[src/rtl/set_cmd_dispatcher_if.sv]
`default_nettype none
// ============================================================================
// Module      : set_cmd_dispatcher_if
// Description : Bundle of host-command, SET-engine and host-result signals
//               for set_cmd_dispatcher.
//               master = environment side (host + SET engine)
//               slave  = dispatcher side
//   cmd_*      host command channel (valid/ready)
//   set_*      SET engine start pulse, operands, and returned result
//   res_*      result channel back to host (valid/ready)
//   fifo_count entries held in the command FIFO
//   idle       dispatcher idle with an empty FIFO
// Revision    : 1.0 - initial release
// ============================================================================
interface set_cmd_dispatcher_if #(
  parameter int DEPTH = 4,
  parameter int TAG_W = 4
);
  localparam int CNT_W = $clog2(DEPTH) + 1;

  logic             cmd_valid;
  logic             cmd_ready;
  logic [23:0]      cmd_central;
  logic [11:0]      cmd_radius;
  logic [1:0]       cmd_mode;

  logic             set_en;
  logic [23:0]      set_central;
  logic [11:0]      set_radius;
  logic [1:0]       set_mode;
  logic             set_valid;
  logic [7:0]       set_candidate;

  logic             res_valid;
  logic             res_ready;
  logic [7:0]       res_candidate;
  logic [TAG_W-1:0] res_tag;
  logic             res_timeout;

  logic [CNT_W-1:0] fifo_count;
  logic             idle;

  modport master (
    output cmd_valid, cmd_central, cmd_radius, cmd_mode,
    output set_valid, set_candidate,
    output res_ready,
    input  cmd_ready,
    input  set_en, set_central, set_radius, set_mode,
    input  res_valid, res_candidate, res_tag, res_timeout,
    input  fifo_count, idle
  );

  modport slave (
    input  cmd_valid, cmd_central, cmd_radius, cmd_mode,
    input  set_valid, set_candidate,
    input  res_ready,
    output cmd_ready,
    output set_en, set_central, set_radius, set_mode,
    output res_valid, res_candidate, res_tag, res_timeout,
    output fifo_count, idle
  );
endinterface
`default_nettype wire

[src/rtl/set_cmd_dispatcher.sv]
`default_nettype none
// ============================================================================
// Module      : set_cmd_dispatcher
// Description : Buffers host commands in a FIFO and issues them one at a time
//               to the SET circle-candidate engine. Each command gives one
//               set_en pulse; the operands are held while waiting for SET
//               valid, and the candidate count plus a sequence tag is returned
//               to the host. A watchdog turns a silent SET into a timeout
//               result.
// Ports       : clk  - clock, rising edge
//               rst  - asynchronous active-low reset
//               bus  - set_cmd_dispatcher_if.slave (cmd_*, set_*, res_*,
//                      fifo_count, idle)
// Revision    : 1.0 - initial release
// ============================================================================
module set_cmd_dispatcher #(
  parameter int DEPTH   = 4,
  parameter int TAG_W   = 4,
  parameter int TIMEOUT = 255
) (
  input  logic                clk,
  input  logic                rst,
  set_cmd_dispatcher_if.slave bus
);

  localparam int AW    = $clog2(DEPTH);
  localparam int CNT_W = AW + 1;
  localparam int WD_W  = 9;
  localparam logic [WD_W-1:0]  C_TIMEOUT = WD_W'(TIMEOUT);
  localparam logic [CNT_W-1:0] C_DEPTH   = CNT_W'(DEPTH);

  typedef enum logic [1:0] {
    ST_IDLE  = 2'd0,
    ST_ISSUE = 2'd1,
    ST_WAIT  = 2'd2,
    ST_RESP  = 2'd3
  } state_t;

  typedef struct packed {
    logic [23:0] central;
    logic [11:0] radius;
    logic [1:0]  mode;
  } cmd_t;

  state_t            state_q, state_d;
  cmd_t              mem_q [DEPTH];
  logic [AW-1:0]     wr_ptr_q, rd_ptr_q;
  logic [CNT_W-1:0]  count_q;
  cmd_t              op_q;
  logic [7:0]        cand_q, cand_d;
  logic              timeout_q, timeout_d;
  logic [TAG_W-1:0]  tag_q;
  logic [WD_W-1:0]   wd_q, wd_d;

  logic              full;
  logic              empty;
  logic              push;
  logic              pop;
  logic              res_hs;

  assign full   = (count_q == C_DEPTH);
  assign empty  = (count_q == '0);
  // Push looks only at the current fullness: a same-cycle pop does not
  // free a slot for a push.
  assign push   = bus.cmd_valid && !full;
  assign res_hs = (state_q == ST_RESP) && bus.res_ready;

  // --------------------------------------------------------------------------
  // Command FIFO
  // --------------------------------------------------------------------------
  always_ff @(posedge clk) begin
    if (push) begin
      mem_q[wr_ptr_q] <= '{central: bus.cmd_central,
                           radius:  bus.cmd_radius,
                           mode:    bus.cmd_mode};
    end
  end

  always_ff @(posedge clk or negedge rst) begin
    if (!rst) begin
      wr_ptr_q <= '0;
      rd_ptr_q <= '0;
      count_q  <= '0;
    end else begin
      // Pointers are AW bits wide, so they wrap mod DEPTH on their own.
      if (push) wr_ptr_q <= wr_ptr_q + AW'(1);
      if (pop)  rd_ptr_q <= rd_ptr_q + AW'(1);
      case ({push, pop})
        2'b10:   count_q <= count_q + CNT_W'(1);
        2'b01:   count_q <= count_q - CNT_W'(1);
        default: count_q <= count_q;
      endcase
    end
  end

  // --------------------------------------------------------------------------
  // Control FSM: next state and result capture
  // --------------------------------------------------------------------------
  always_comb begin
    state_d   = state_q;
    wd_d      = wd_q;
    cand_d    = cand_q;
    timeout_d = timeout_q;
    pop       = 1'b0;
    unique case (state_q)
      ST_IDLE: begin
        if (!empty) begin
          pop     = 1'b1;
          state_d = ST_ISSUE;
        end
      end
      ST_ISSUE: begin
        wd_d    = '0;
        state_d = ST_WAIT;
      end
      ST_WAIT: begin
        wd_d = wd_q + WD_W'(1);
        // A real answer takes priority over a watchdog expiry in the same cycle.
        if (bus.set_valid) begin
          cand_d    = bus.set_candidate;
          timeout_d = 1'b0;
          state_d   = ST_RESP;
        end else if (wd_q == C_TIMEOUT) begin
          cand_d    = 8'd0;
          timeout_d = 1'b1;
          state_d   = ST_RESP;
        end
      end
      ST_RESP: begin
        if (bus.res_ready) state_d = ST_IDLE;
      end
      default: state_d = ST_IDLE;
    endcase
  end

  always_ff @(posedge clk or negedge rst) begin
    if (!rst) begin
      state_q   <= ST_IDLE;
      wd_q      <= '0;
      cand_q    <= '0;
      timeout_q <= 1'b0;
      tag_q     <= '0;
      op_q      <= '0;
    end else begin
      state_q   <= state_d;
      wd_q      <= wd_d;
      cand_q    <= cand_d;
      timeout_q <= timeout_d;
      if (res_hs) tag_q <= tag_q + TAG_W'(1);
      // Operands change only on a pop so SET sees them stable for the whole
      // transaction and they keep their last value afterwards.
      if (pop) op_q <= mem_q[rd_ptr_q];
    end
  end

  // --------------------------------------------------------------------------
  // Outputs
  // --------------------------------------------------------------------------
  assign bus.cmd_ready     = !full;
  assign bus.set_en        = (state_q == ST_ISSUE);
  assign bus.set_central   = op_q.central;
  assign bus.set_radius    = op_q.radius;
  assign bus.set_mode      = op_q.mode;
  assign bus.res_valid     = (state_q == ST_RESP);
  assign bus.res_candidate = cand_q;
  assign bus.res_tag       = tag_q;
  assign bus.res_timeout   = timeout_q;
  assign bus.fifo_count    = count_q;
  assign bus.idle          = (state_q == ST_IDLE) && empty;

endmodule
`default_nettype wire

[src/flat_wrapper.sv]
// flat-port wrapper written by rule: the top's interface ports become plain ports
module set_cmd_dispatcher_flat 
#(
  parameter int DEPTH   = 4,
  parameter int TAG_W   = 4,
  parameter int TIMEOUT = 255
)
  (clk, rst, bus_cmd_valid, bus_cmd_central, bus_cmd_radius, bus_cmd_mode, bus_set_valid, bus_set_candidate, bus_res_ready, bus_cmd_ready, bus_set_en, bus_set_central, bus_set_radius, bus_set_mode, bus_res_valid, bus_res_candidate, bus_res_tag, bus_res_timeout, bus_fifo_count, bus_idle);
  set_cmd_dispatcher_if #(.DEPTH(DEPTH), .TAG_W(TAG_W)) bus_i ();
  input  logic clk;
  input  logic rst;
  input wire logic [$bits(bus_i.cmd_valid)-1:0] bus_cmd_valid;
  input wire logic [$bits(bus_i.cmd_central)-1:0] bus_cmd_central;
  input wire logic [$bits(bus_i.cmd_radius)-1:0] bus_cmd_radius;
  input wire logic [$bits(bus_i.cmd_mode)-1:0] bus_cmd_mode;
  input wire logic [$bits(bus_i.set_valid)-1:0] bus_set_valid;
  input wire logic [$bits(bus_i.set_candidate)-1:0] bus_set_candidate;
  input wire logic [$bits(bus_i.res_ready)-1:0] bus_res_ready;
  output wire logic [$bits(bus_i.cmd_ready)-1:0] bus_cmd_ready;
  output wire logic [$bits(bus_i.set_en)-1:0] bus_set_en;
  output wire logic [$bits(bus_i.set_central)-1:0] bus_set_central;
  output wire logic [$bits(bus_i.set_radius)-1:0] bus_set_radius;
  output wire logic [$bits(bus_i.set_mode)-1:0] bus_set_mode;
  output wire logic [$bits(bus_i.res_valid)-1:0] bus_res_valid;
  output wire logic [$bits(bus_i.res_candidate)-1:0] bus_res_candidate;
  output wire logic [$bits(bus_i.res_tag)-1:0] bus_res_tag;
  output wire logic [$bits(bus_i.res_timeout)-1:0] bus_res_timeout;
  output wire logic [$bits(bus_i.fifo_count)-1:0] bus_fifo_count;
  output wire logic [$bits(bus_i.idle)-1:0] bus_idle;
  assign bus_i.cmd_valid = bus_cmd_valid;
  assign bus_i.cmd_central = bus_cmd_central;
  assign bus_i.cmd_radius = bus_cmd_radius;
  assign bus_i.cmd_mode = bus_cmd_mode;
  assign bus_i.set_valid = bus_set_valid;
  assign bus_i.set_candidate = bus_set_candidate;
  assign bus_i.res_ready = bus_res_ready;
  assign bus_cmd_ready = bus_i.cmd_ready;
  assign bus_set_en = bus_i.set_en;
  assign bus_set_central = bus_i.set_central;
  assign bus_set_radius = bus_i.set_radius;
  assign bus_set_mode = bus_i.set_mode;
  assign bus_res_valid = bus_i.res_valid;
  assign bus_res_candidate = bus_i.res_candidate;
  assign bus_res_tag = bus_i.res_tag;
  assign bus_res_timeout = bus_i.res_timeout;
  assign bus_fifo_count = bus_i.fifo_count;
  assign bus_idle = bus_i.idle;
  set_cmd_dispatcher #(.DEPTH(DEPTH), .TAG_W(TAG_W), .TIMEOUT(TIMEOUT)) u_core (.clk(clk), .rst(rst), .bus(bus_i));
endmodule
[config.mk]
export PLATFORM = sky130hd
export DESIGN_NAME = set_cmd_dispatcher_flat
export DESIGN_NICKNAME = d
export VERILOG_FILES = /design/src/rtl/set_cmd_dispatcher_if.sv /design/src/rtl/set_cmd_dispatcher.sv /design/src/flat_wrapper.sv
export SDC_FILE = /design/constraint.sdc
export NUM_CORES = 1
export LEC_CHECK = 0
export ABC_CLOCK_PERIOD_IN_PS = 2400
export CORE_MARGIN = 1
export CORE_UTILIZATION = 35
export DETAILED_ROUTE_END_ITERATION = 8
export GPL_TIMING_DRIVEN = 0
export PLACE_DENSITY = 0.66
export SYNTH_ARGS = -nofsm -noshare
export SYNTH_HDL_FRONTEND = slang
export SYNTH_SLANG_ARGS = --single-unit
[constraint.sdc]
create_clock -name clk -period 2.4 [get_ports clk]
set_input_delay 0.48 -clock clk [delete_from_list [all_inputs] [get_ports clk]]
set_output_delay 0.48 -clock clk [all_outputs]
set_load 0.01 [all_outputs]
==> results of run 1 <==
-- worst max-delay path, delay by kind of cell, from the launching register on --
family,cells,cell delay [ns]
buffers and inverters,2,0.43
and+or+nand+nor,1,0.24
DFF,1,0.40
adders and majority gates,1,0.22
-- cells in the final DEF, fill, tap and decap left out, types with 2 or more instances in the layout --
cell,instances
buf_4,9
clkbuf_16,25
inv_1,13
nor2_1,6
mux4_2,38
xor2_1,4
nand3_1,14
a21oi_1,3
clkbuf_1,14
buf_2,5
mux2i_1,3
clkinv_1,4
o21ai_0,6
clkinv_4,2
or4_1,2
edfxtp_1,152
or3_1,2
dfrtp_1,66
ha_1,13
buf_12,4
dlygate4sd2_1,2
nand2_1,139
o2bb2ai_1,2
and3_2,4
clkinv_2,6
bufinv_16,3
dfrtp_2,3
clkdlybuf4s50_1,105
xnor2_1,6
-- area by class of cell --
class | instances | area, sq um | area share
multi-input cells | 258 | 2030 | 0.187
clock buffers | 28 | 637 | 0.0586
well taps | 319 | 399 | 0.0367
clock inverters | 17 | 169 | 0.0155
inverters | 14 | 52.6 | 0.00483
repair buffers | 116 | 1190 | 0.109
plain buffers | 20 | 96.3 | 0.00886
flip-flops and latches | 221 | 6290 | 0.579
-- cell families after synthesis --
family                   after synthesis  share of synthesized area
flip-flops                           221                      0.744
AND/OR/NAND/NOR                      174                     0.0851
multiplexers                          43                      0.108
buffers and inverters                 35                     0.0180
AO/OA/AOI/OAI                         17                     0.0133
adder cells (fa/ha/maj)               14                     0.0216
XOR/XNOR                              10                     0.0104
-- state kept, by name, summed over array words and instances (netlist names) --
| name | cells |
|---|---|
| u_core.bus.fifo_count | 3 |
| u_core.bus.res_candidate | 8 |
| u_core.bus.res_tag | 4 |
| u_core.bus.res_timeout | 1 |
| u_core.bus.set_central | 24 |
| u_core.bus.set_mode | 2 |
| u_core.bus.set_radius | 12 |
| u_core.mem_q | 152 |
| u_core.rd_ptr_q | 2 |
| u_core.state_q | 2 |
| u_core.wd_q | 9 |
| u_core.wr_ptr_q | 2 |
-- per-layer routing --
layer	routed length [microns]	part of all wire	up-vias
met4	254	0.015	0
li1	-	-	2168
met2	8240	0.49	127
met5	0	0	-
met1	7170	0.43	2341
met3	1100	0.066	21
-- stage by stage --
| stage | utilization | power, mW | instance area (sq um) |
|---|---|---|---|
| after floorplan | - | 8.31 | 8460 |
| after global placement | 0.421 | 10.1 | 9940 |
| after detailed placement | 0.424 | 10.3 | 10000 |
| after CTS | 0.459 | 14.1 | 10800 |
| after global routing | 0.460 | 14.8 | 10900 |
| final | 0.460 | 13.9 | 10900 |
-- cells in the mapped netlist, drive strengths merged (2+ instances only) --
| library cell | instances |
|---|---|
| dfrtp | 69 |
| nor2 | 6 |
| mux2 | 2 |
| inv | 14 |
| o2bb2ai | 2 |
| or4 | 2 |
| o21ai | 7 |
| buf | 9 |
| o31ai | 2 |
| mux4 | 38 |
| or3 | 2 |
| xor2 | 4 |
| ha | 13 |
| and3 | 4 |
| a21oi | 3 |
| clkbuf | 12 |
| edfxtp | 152 |
| nand3 | 14 |
| nand2 | 139 |
| xnor2 | 6 |
| mux2i | 3 |
-- final timing paths --
path                       slack, ns                     endpoint  cells after the start
setup / recovery                0.13                     bus_idle                      4
hold / removal                  0.12  u_core.bus.res_candidate[7]                      1
setup reg to reg                0.16     u_core.bus.fifo_count[2]                      9
hold reg to reg                 0.47        u_core.bus.res_tag[3]                      1
max in group asynchronous       1.62     u_core.bus.fifo_count[1]                      1
min in group clk                0.47        u_core.bus.res_tag[3]                      1
-- power by group through the flow --
stage / sequential (mW) / combinational (mW) / clock (mW)
2_1_floorplan: 5.82 / 2.49 / 0
3_3_place_gp: 5.68 / 4.44 / 0
3_5_place_dp: 5.70 / 4.64 / 0
4_1_cts: 5.66 / 4.67 / 3.79
5_1_grt: 5.76 / 5.09 / 3.95
6_report: 5.64 / 4.57 / 3.69
-- repair_timing --
action                     in CTS  in global routing
setup endpoints to repair       4                  3
buffers inserted                0                  4
resized for setup               8                  0
hold buffers                    0                  0
==> results.md, run 1 <==
* Status: completed
* Finished Layout Cells at 993
* Synthesized flop and latch total at 221
* Area growth, synth to finish at 28.5%
* Grt ovf at 0
* Layout cell share with drive strength beyond 1 at 0.160
* DIE AREA at 0.0248 sq mm
* Final net count at 721
* Number of global-route vias before repair at roughly 5000
* DRT iter0 DRCs at 282
* Via-to-Cell Ratio at 4.69
* Fin crit period at 2.27 ns
* First-pass GRT wire length at between 20000 and 30000 microns
* Max Cap Viol at 0
* WHS at 0.117 ns
* Drt first pass iters at 4
* Global Route met2 Usage at 0.242
* Drt wl/cell at between 15 and 20 microns
* CTS tree: built
* CP required at 1.92 ns
* Worst setup startpoint: u_core.state_q[1]
* FP Rows at between 50 and 60
* Main area contributors after synthesis: edfxtp_1 (54%), dfrtp_1 (20%), mux4_2 (10%)
* Cell-internal power at 9.66 mW
* Worst reg2reg path startpoint: u_core.bus.fifo_count[1]
* Worst path cell trace: inv_1, ha_1, nor4b_4, dlygate4sd2_1
* Clk Latency, worst-skew pair at slightly above 0.5 ns
* Worst-margin pin slew at 0.950 ns
* Register area share after synthesis at 0.744
* Final worst path period share at 0.947
* Met3 usage at 0.0333
* Gr busiest metal: met2
* DP HPWL at 10800 microns
* Relative slew slack at 0.367
* Syn Nets at 579
* Synthesis Warnings at 0
* Clk buf depth at 3
* H-tree depth at 1
* Share of the synthesized area in the top cell type at 0.540
* Count of cell types in the netlist at 36
* Post-Synthesis Cell Area at ~0.0085 sq mm
* CP Class: register to primary output
* CP max stage cell: dfrtp_1
* Via Count at around 4700
* Avg Cell Area, Syn at 16.5 sq um
* Final setup vio count at 0
* TNS Setup at 0 ns
* Count of final hold-check violations at 0
* Largest net degree at the start of global routing at 70
* LEAKAGE at approximately 4.1 nW
* Worst setup SP type: register
* Final clock skew at 0.0120 ns
* Clock share of power at 0.265
* Met1 global-route usage at 0.184
* Worst ir drop on vdd at 0.000546 V
* I/O Buffers at 108
* Unrepaired setup endpoints after global routing: yes
* Sw Ratio at 0.305
* Number of fill cells at 2100
* CTS root buffer: clkbuf_16
* Synth Flop Type: edfxtp_1
* Max frequency at about 0.44 GHz
* Antenna violations before repair at 0
* Clock tree sinks at 221
* Worst setup margin at between 0.1 and 0.15 ns
* Number of synthesized flops with an enable pin at 152
* Gate count after technology mapping at 514
* ANT nets after route at 0
* Final WL at 16800 microns
* Combinational Power Share at 0.329
* DRC at 0
* Fraction of registers with async set/reset at 0.312
* Reg power frac at 0.406
* Worst Hold Class: input pin to asynchronous set/reset pin
* Ant. Diodes at 0
* Chip Width at 157 microns
* Final Max Slew Viols at 0
* Crit path largest cell delay at ~0.40 ns
* DIE HEIGHT at 157 microns
* Crit. End Element: primary output
* Net switching power at roughly 4.2 mW
* Clk slew on worst S/H paths at ~0.060 ns
* I/O pin count at roughly 110
* Worst Path Arrival at 1.79 ns
* Total CTS buffers at 25
* Post-synth top area cell: edfxtp_1
* Inst Count DP at roughly 950
* P per Cell Area at 1280 mW/mm^2
* Initial core utilization at 0.358
* GP Congestion at 0.740
* Place WS at -0.315 ns
* Total track usage at 0.142
* Core Box Area at 0.0236 sq mm
* CP Max Fanout at 4
No activity file was read; power rests on OpenSTA's default activity.
==> run 2: changes to the inputs <==
--- a/config.mk
+++ b/config.mk
@@ -9,7 +9,7 @@
 export CORE_MARGIN = 1
 export CORE_UTILIZATION = 35
 export DETAILED_ROUTE_END_ITERATION = 8
-export GPL_TIMING_DRIVEN = 0
+export GPL_TIMING_DRIVEN = 1
 export PLACE_DENSITY = 0.66
 export SYNTH_ARGS = -nofsm -noshare
 export SYNTH_HDL_FRONTEND = slang
==> run 2 against run 1 <==
Against the previous run: clock skew shrank 0.0034 ns; final cell count down 1.9%; setup slack improved by 0.0063 ns; die area unchanged; via count is 0.11% lower; highest routed layer unchanged; critical path depth down 2; combinational power decreased by 1%; flip-flop and latch count stayed put; register-to-register slack improved by 0.07 ns; hold slack improved by 0.024 ns; largest power group unchanged; sequential power rose by 1%.
==> results.md, run 2 (synthesized netlist as in run 1, its figures left out) <==
* TNS Setup at 0 ns (unchanged)
* CTS root buffer: clkbuf_16
* Final instance area at 0.0108 sq mm (-0.45%)
* FP Rows at 56 (unchanged)
* Largest register by flop count: u_core.mem_q
* Worst-margin pin slew at 0.949 ns (-0.000591 ns)
* Crit. End Element: primary output
* DIE HEIGHT at 157 microns (unchanged)
* Worst Path Arrival at 1.79 ns (about the same)
* Max frequency at 0.441 GHz (+0.28%)
* Initial core utilization at 0.358 (unchanged)
* CTS tree: built
* I/O pin count at 109 (unchanged)
* Max Cap Viol at 0 (unchanged)
* Status: completed
* Fin crit period at 2.27 ns (-0.00625 ns)
* DRT iter0 DRCs at 346 (+23%)
* Count of final hold-check violations at 0 (unchanged)
* I/O Buffers at 108 (unchanged)
* Reg-to-reg slack, setup at 0.23 ns (+0.07 ns)
* Sequential Area at 0.00630 sq mm (about the same)
* Most frequent cells in the layout: edfxtp_1 (152), nand2_1 (139), clkdlybuf4s50_1 (106)
* Number of fill cells at 2062 (-1.8%)
* H-tree depth at 1 (unchanged)
* Clk buf depth at 3 (unchanged)
* Placed Area at 0.0100 sq mm (about the same)
* Most common cell after layout, fill and taps aside: edfxtp_1
* Final WL at 17000 microns (+1.6%)
* # hold bufs at CTS at 0 (unchanged)
* Total CTS buffers at 23 (-8.0%)
* Via-to-Cell Ratio at 4.78 (+1.8%)
* Final worst path period share at 0.945 (-0.00260)
* Grt ovf at 0 (unchanged)
* Relative slew slack at 0.367 (+0.000394)
* DIE AREA at 0.0248 sq mm (unchanged)
* Clock tree sinks at 221 (unchanged)
* CP Class: register to primary output
* CP required at 1.92 ns (about the same)
* Unrepaired setup endpoints after global routing: no
* Clk slew on worst S/H paths at 0.06 ns (about the same)
* First-pass GRT wire length at 27100 microns (+1.2%)
* Number of global-route vias before repair at 5099 (+1.7%)
* Chip Width at 157 microns (unchanged)
* Worst ir drop on vdd at 0.000762 V (+40%)
* P per Cell Area at 1280 mW/mm^2 (about the same)
* Finished Layout Cells at 974 (-1.9%)
* Final clock skew at 0.00852 ns (-0.00343 ns)
* Place WS at 0.0911 ns (+0.406 ns)
* Worst reg2reg path startpoint: u_core.bus.fifo_count[1]
* Antenna violations before repair at 0 (unchanged)
* Drt first pass iters at 6 (+2)
* Final Max Slew Viols at 0 (unchanged)
* Via Count at 4652 (-0.11%)
* Ant. Diodes at 0 (unchanged)
* Final setup vio count at 0 (unchanged)
* Crit path to: bus_cmd_ready
* ANT nets after route at 0 (unchanged)
* Worst path cell trace: or3b_4, clkdlybuf4s50_1
* CP Max Fanout at 6 (+2)
* GP Congestion at 0.769 (+3.9%)
* Inst Count DP at 933 (-1.3%)
* Area of the multi-input gates at 0.00204 sq mm (+0.43%)
* CP max stage cell: clkdlybuf4s50_1
* Clk Latency, worst-skew pair at 0.49 ns (-0.02 ns)
* Worst setup SP type: register
* Final net count at 704 (-2.4%)
* Largest net degree at the start of global routing at 70 (unchanged)
* Worst Hold Class: input pin to asynchronous set/reset pin
* Finished Core Util at 0.458 (-0.00207)
* DRC at 0 (unchanged)
* Drt wl/cell at 17.5 microns (+3.6%)
* Layout cell share with drive strength beyond 1 at 0.156 (-0.00451)
* Worst setup startpoint: u_core.bus.fifo_count[1]
* Max reg flops at 152 (unchanged)
* DP HPWL at 10200 microns (-5.9%)
* Core Box Area at 0.0236 sq mm (unchanged)
* Worst R2R End: u_core.bus.fifo_count[2]
* LEAKAGE at 4.11 nW (-0.65%)
* Total track usage at 0.143 (+0.00101)
* Worst setup margin at 0.133 ns (+0.00625 ns)
* Crit path largest cell delay at 0.49 ns (+0.09 ns)
* Cells on worst reg2reg path at 9 (unchanged)
* Area growth, synth to finish at 27.9%
==> run 2: cell count changes in the layout (fill, tap and decap cells not counted), sizes merged <==
cell           previous run  this run
bufinv                    3         4
clkbuf                   39        26
clkinv                   12        10
buf                      18        14
dlygate4sd2               2         1
inv                      15        14
clkdlybuf4s50           105       106
==> run 2: worst min-delay path by stage <==
stage	slack, ns	startpoint	to
3_5_place_dp	0.46	u_core.bus.set_radius[5]	u_core.bus.set_radius[5]
6_report	0.14	rst	u_core.bus.res_candidate[7]
4_1_cts	0.17	rst	u_core.bus.res_candidate[7]
5_1_grt	0.21	rst	u_core.bus.res_candidate[7]
3_3_place_gp	0.45	u_core.bus.res_candidate[7]	u_core.bus.res_candidate[7]
2_1_floorplan	0.18	rst	u_core.bus.fifo_count[0]
==> run 2: what timing repair did <==
action                                  in CTS  in global routing
buffers inserted                             0                  0
resized for setup                            2                  1
endpoints found under the setup margin       1                  1
==> run 2: worst max-delay path: cells and delay by family, from the launching register on <==
kind | cells | cell delay, ns
buffers and inverters | 1 | 0.49
and+or+nand+nor | 1 | 0.43
DFF | 1 | 0.38
==> run 2: through the flow <==
| step | total power, mW | hold slack, ns |
|---|---|---|
| after global placement | 10.2 | 0.452 |
| after floorplan | 8.31 | 0.184 |
| after CTS | 14.1 | 0.166 |
| after detailed placement | 10.4 | 0.461 |
| final | 13.8 | 0.142 |
| after global routing | 14.7 | 0.213 |
==> run 2: layer usage <==
metal	share of wire	track usage	wire length [microns]
met1	0.43	0.183	7300
met2	0.51	0.249	8630
met3	0.050	0.0270	844
met4	0.016	0.0365	266
met5	0	0	0
==> run 2: layout make-up <==
class,count,area share
sequential,221,0.582
multi-input combinational,258,0.189
timing repair buffer,121,0.116
clock buffer,26,0.0552
tap,319,0.0369
clock inverter,15,0.0169
inverter,14,0.00486
==> run 2: where the power goes <==
group | switching, mW | internal (mW) | total, mW | leakage (nW)
clock network | 1.40 | 2.22 | 3.62 | 0.384
registers | 0.511 | 5.19 | 5.70 | 2.25
logic | 2.26 | 2.25 | 4.52 | 1.47
==> run 3: changes to the inputs <==
--- a/config.mk
+++ b/config.mk
@@ -5,12 +5,12 @@
 export SDC_FILE = /design/constraint.sdc
 export NUM_CORES = 1
 export LEC_CHECK = 0
-export ABC_CLOCK_PERIOD_IN_PS = 2400
+export ABC_CLOCK_PERIOD_IN_PS = 2000
 export CORE_MARGIN = 1
 export CORE_UTILIZATION = 35
 export DETAILED_ROUTE_END_ITERATION = 8
 export GPL_TIMING_DRIVEN = 1
-export PLACE_DENSITY = 0.66
+export PLACE_DENSITY = 0.68
 export SYNTH_ARGS = -nofsm -noshare
 export SYNTH_HDL_FRONTEND = slang
 export SYNTH_SLANG_ARGS = --single-unit
==> constraint.sdc (replaced) <==
create_clock -name clk -period 2 [get_ports clk]
set_input_delay 0.4 -clock clk [delete_from_list [all_inputs] [get_ports clk]]
set_output_delay 0.4 -clock clk [all_outputs]
set_load 0.01 [all_outputs]
==> run 3 against run 2 <==
Against the previous run: clock power grew 25%; sequential share of layout area down 1.6 points; wire length fell by 0.87%; combinational power grew 27%; highest routed layer is now met5; die area did not move; setup slack got worse by 0.13 ns; critical endpoint is now u_core.bus.fifo_count[2]; total power rose by 24%; non-clock buffer count up 18; final cell count increased by 2.2%; utilization increased by 1.3 points; cell area increased by 2.9%; hold slack improved by 0.29 ns.
==> results.md, run 3 (synthesized netlist as in run 1, its figures left out) <==
* Cells on worst reg2reg path at 9 (unchanged)
* Relative slew slack at 0.634 (+0.266)
* Via-to-Cell Ratio at 4.68 (-1.9%)
* Core Box Area at 0.0236 sq mm (unchanged)
* FP Rows at 56 (unchanged)
* Worst Path Arrival at 2.41 ns (+0.62 ns)
* Most common cell after layout, fill and taps aside: edfxtp_1
* Drt wl/cell at 17.0 microns (-3.0%)
* Finished Layout Cells at 995 (+2.2%)
* Worst path cell trace: or3b_4, and2_4, inv_2, ha_4, inv_2, fa_2, xor2_1, nor2_1, xor2_1
* Reg power frac at 0.399 (-0.013)
* Via Count at 4660 (+0.17%)
* CTS tree: built
* Sum of buffers and inverters on the critical path at 2 (+1)
* DIE AREA at 0.0248 sq mm (unchanged)
* Clk slew on worst S/H paths at 0.06 ns (about the same)
* Initial core utilization at 0.358 (unchanged)
* Largest net degree at the start of global routing at 40 (-43%)
* DRC at 0 (unchanged)
* Total CTS buffers at 24 (+4.3%)
* Worst setup SP type: register
* Clk Latency, worst-skew pair at 0.50 ns (about the same)
* Unrepaired setup endpoints after global routing: yes
* Crit. End Element: register
* Max reg flops at 152 (unchanged)
* Crit path largest cell delay at 0.40 ns (-0.09 ns)
* Worst Hold Class: input pin to asynchronous set/reset pin
* GP Congestion at 0.757 (-1.6%)
* ANT nets after route at 0 (unchanged)
* LEAKAGE at 4.25 nW (+3.5%)
* Total track usage at 0.141 (-0.00188)
* Number of global-route vias before repair at 5098 (-0.020%)
* Worst path top cell family by delay: simple AND/OR/NAND/NOR gates
* Worst ir drop on vdd at 0.000585 V (-23%)
* DP HPWL at 11000 microns (+8.3%)
* TNS Setup at 0 ns (unchanged)
* CP required at 2.42 ns (+0.50 ns)
* Final net count at 723 (+2.7%)
* Layout cell share with drive strength beyond 1 at 0.198 (+0.0425)
* First-pass GRT wire length at 26700 microns (-1.8%)
* H-tree depth at 1 (unchanged)
* Sw Ratio at 0.299 (-0.00315)
* Max Cap Viol at 0 (unchanged)
* Most frequent cells in the layout: edfxtp_1 (152), nand2_1 (139), clkdlybuf4s50_1 (100)
* Count of final hold-check violations at 0 (unchanged)
* Combinational Power Share at 0.336 (+0.009)
* Chip Width at 157 microns (unchanged)
* Final setup vio count at 0 (unchanged)
* Final worst path period share at 0.998
* Clock share of power at 0.265 (+0.003)
* WP depth at 9 (+7)
* P per Cell Area at 1540 mW/mm^2 (+20%)
* CP max stage cell: dfrtp_2
* Final clock skew at 0.0157 ns (+0.00718 ns)
* DIE HEIGHT at 157 microns (unchanged)
* Cell-internal power at 12.0 mW (+25%)
* I/O Buffers at 108 (unchanged)
* Final Max Slew Viols at 0 (unchanged)
* CTS root buffer: clkbuf_16
* Net switching power at 5.12 mW (+23%)
* Antenna violations before repair at 2 (+2)
* CP Max Fanout at 2 (-4)
* Drt first pass iters at 4 (-2)
* Status: completed
* DRT iter0 DRCs at 269 (-22%)
* CP Class: register to register
* Final WL at 16900 microns (-0.87%)
* Max frequency at 0.501 GHz
* Area growth, synth to finish at 31.7%
* Largest register by flop count: u_core.mem_q
* Grt ovf at 0 (unchanged)
* Clk buf depth at 3 (unchanged)
* I/O pin count at 109 (unchanged)
* Inst Count DP at 949 (+1.7%)
* Worst-margin pin slew at 0.549 ns (-0.400 ns)
* Clock tree sinks at 221 (unchanged)
* Ant. Diodes at 0 (unchanged)
* Fin crit period at 2.00 ns
[run 3: power by group through the flow]
| stage | logic [mW] | registers [mW] | clock network, mW |
|---|---|---|---|
| after global routing | 6.35 | 7.00 | 4.84 |
| after detailed placement | 5.81 | 6.97 | 0 |
| final | 5.76 | 6.85 | 4.54 |
| after CTS | 5.85 | 6.88 | 4.65 |
| after floorplan | 3.03 | 6.97 | 0 |
| after global placement | 5.66 | 6.86 | 0 |
[run 3: area by class of cell]
cell class,count,area [sq um]
flip-flops and latches,221,6300
multi-input cells,258,2090
repair buffers,139,1460
fillers,2015,12500
inverters,14,52.6
clock inverters,15,184
well taps,319,399
clock buffers,29,651
[run 3: metal layers]
metal	part of all wire	global-route usage	vias to the layer above
li1	-	-	2164
met3	0.056	0.0336	25
met5	0.0016	0	-
met4	0.013	0.0310	4
met1	0.42	0.176	2346
met2	0.50	0.249	121
[run 3: repair_timing]
item | CTS | global route
buffers inserted | 0 | 1
pin swaps | 5 | 1
gates cloned | 0 | 0
resized for setup | 16 | 8
hold buffers | 1 | 0
endpoints found under the setup margin | 5 | 16
endpoints found under the hold margin | 35 | 0
[run 3: metrics by stage]
stage	setup WS, ns	util	power (mW)	hold slack, ns	instance area [sq um]
after global placement	-0.0578	0.434	12.5	0.424	10200
after floorplan	-0.0714	-	10.0	0.104	8480
after global routing	-0.0762	0.472	18.2	0.468	11100
after CTS	-0.000886	0.470	17.4	0.445	11100
final	0.00496	0.472	17.2	0.428	11100
after detailed placement	-0.107	0.434	12.8	0.435	10200
[run 3: path summary, 6_finish.rpt]
check,from,end,slack [ns]
worst max-delay path,u_core.bus.fifo_count[1],u_core.bus.fifo_count[2],0.005
worst min-delay path,rst,u_core.bus.res_tag[3],0.43
worst max register to register,u_core.bus.fifo_count[1],u_core.bus.fifo_count[2],0.005
worst min register to register,u_core.bus.res_candidate[7],u_core.bus.res_candidate[7],0.47
max in group asynchronous,rst,u_core.wd_q[4],0.99
min in group clk,bus_set_candidate[7],u_core.bus.res_candidate[7],0.46
==> variant, RTL diff (config.mk and constraints of run 3) <==
Encoding of `state_t`: now Gray code (2 bits for 4 states).
--- a/src/rtl/set_cmd_dispatcher.sv
+++ b/src/rtl/set_cmd_dispatcher.sv
@@ -30,10 +30,10 @@
   localparam logic [CNT_W-1:0] C_DEPTH   = CNT_W'(DEPTH);
 
   typedef enum logic [1:0] {
-    ST_IDLE  = 2'd0,
-    ST_ISSUE = 2'd1,
-    ST_WAIT  = 2'd2,
-    ST_RESP  = 2'd3
+    ST_IDLE  = 2'b00,
+    ST_ISSUE = 2'b01,
+    ST_WAIT  = 2'b11,
+    ST_RESP  = 2'b10
   } state_t;
 
   typedef struct packed {
Check against the original RTL: no difference found for any inputs over 10 cycles, from zero or initial values and one cycle with rst low; not proved beyond that.
==> variant against run 3 <==
The run now ends with setup timing left. Setup slack got worse by 0.11 ns. Sequential share of layout area up 0.84 points. Routed wire length fell by 2.1%. First-iteration DRC count is 26% lower. Sequential cell count unchanged. Core utilization decreased by 0.44 points. Power down 2.0%. Sequential power is 0.6% higher. Maximum frequency decreased by 5.3%. Combinational power fell by 1%. Cell count decreased by 9.6%. Area after synthesis is 0.86% lower. Final area fell by 1.5%. Critical path type unchanged.
==> variant: results (changes against run 3) <==
syn_nets: 472  # -18%
die_area_um2: 24600  # -0.85%
wl_mm: 16.5  # -2.1%
yosysSeqAreaShare_pct: 75.0  # +0.64 points
violations: "setup timing"
clock_skew_ns: 0.0181  # +0.00240 ns
synth_ff_type: "edfxtp_1"
dp_cells: 850  # -10%
port_buffers: 108  # unchanged
place_hpwl_mm: 10.1  # -7.8%
fill_cells: 1982  # -1.6%
crit_path_max_incr_delay_ns: 0.38  # -0.02 ns
p_int_mw: 12.0  # -0.32%
largest_reg_flops: 152  # unchanged
synth.distinct_cells: 35  # -2.8%
setup_tns_ns: -0.196  # -0.196 ns
antenna_found_initial: 0  # -2
synth_compound_area_share_pct: 2.18  # +0.85 points
synthMuxAreaShare_pct: 15.9  # +5.2 points
synth_warnings: 0  # unchanged
r2r-end: "u_core.bus.fifo_count[2]"
final_nets: 622  # -14%
path_clk_slew_ns: 0.06  # about the same
drtPass1Iterations: 4  # unchanged
synth_xor_area_share_pct: 0.940  # -0.095 points
sequentialPower_mw: 6.89  # +0.6%
drive_gt1_share_pct: 29.7  # +9.8 points
synth_common_cells: "edfxtp_1, dfrtp_1, mux2_2, mux4_2, inv_1"
leakagePower_nw: 3.99  # -6.0%
grt_pass1_wl_mm: 26.1  # -1.9%
viasPerCell: 4.79  # +2.3%
crit_arrival_ns: 2.53  # +0.12 ns
postLayoutSetupSlackWorst_ns: -0.107  # -0.112 ns
top_register: "u_core.mem_q"
preCtsSetupSlack_ns: -0.133  # -0.0257 ns
post_synth.cell_area_avg_um2: 20.4  # +24%
synthTopCellsByArea: "edfxtp_1, dfrtp_1, mux4_2"
clk_latency_ns: 0.52  # +0.02 ns
numCtsBuffers: 24  # unchanged
setup_viol: 3  # +3
drt-initial-drc-count: 198  # -26%
path_max_fanout: 2  # unchanged
ff2ff_path_depth: 10  # +1
synthAdderAreaFrac_pct: 1.43  # -0.73 points
swShare_pct: 28.7  # -1.2 points
routabilityCongestion: 0.730  # -3.5%
root_buffer: "clkbuf_16"
slowest_stage: "dfrtp_1"
grt_pass1_vias: 4653  # -8.7%
slew_headroom_pct: 72.4  # +9.1 points
pwr-share-clk_pct: 25.3  # -1.2 points
holdWs_ns: 0.362  # -0.0663 ns
ir_drop_mv: 0.730  # +25%
path_class: "flip-flop to flip-flop"
wl_per_cell_um: 18.4  # +8.4%
crit_family: "simple AND/OR/NAND/NOR gates"
grt_use_total_pct: 14.1  # +0.024 points
placed_cell_area_um2: 10100  # -1.1%
synth-async-reset-ratio_pct: 31.2  # unchanged
status: "finished, violations left"
## variant: worst register-to-register path, stage by stage (launching register included)
cell and delay [ns]:
dfrtp_1 0.38, buf_4 0.13, or3b_4 0.37, and2_4 0.15, inv_2 0.06, ha_4 0.13, inv_2 0.03, fa_2 0.32
xor2_1 0.14, nor2_1 0.12, xor2_1 0.18
## variant: per-layer routing
metal / GRT usage [%] / vias to the layer above / wire, um
met3: 2.49 / 36 / 762
met2: 24.2 / 113 / 8280
met4: 5.18 / 0 / 526
li1: - / 1924 / -
met5: 0 / - / 0
met1: 18.0 / 2233 / 6980
## variant: layout make-up
class	count	area (um2)	share of cell area, %
repair buffers	141	1480	13.5
multi-input cells	161	1960	17.9
inverters	13	48.8	0.445
well taps	319	399	3.64
clock inverters	14	126	1.15
flip-flops and latches	221	6300	57.4
clock buffers	30	653	5.96
## variant: timing repair
item,CTS,global route
setup endpoints to repair,6,7
pin swaps,5,6
hold endpoints to repair,23,0
setup buffers,3,1
hold buffers,1,0
resized for setup,15,9
cloned,0,0
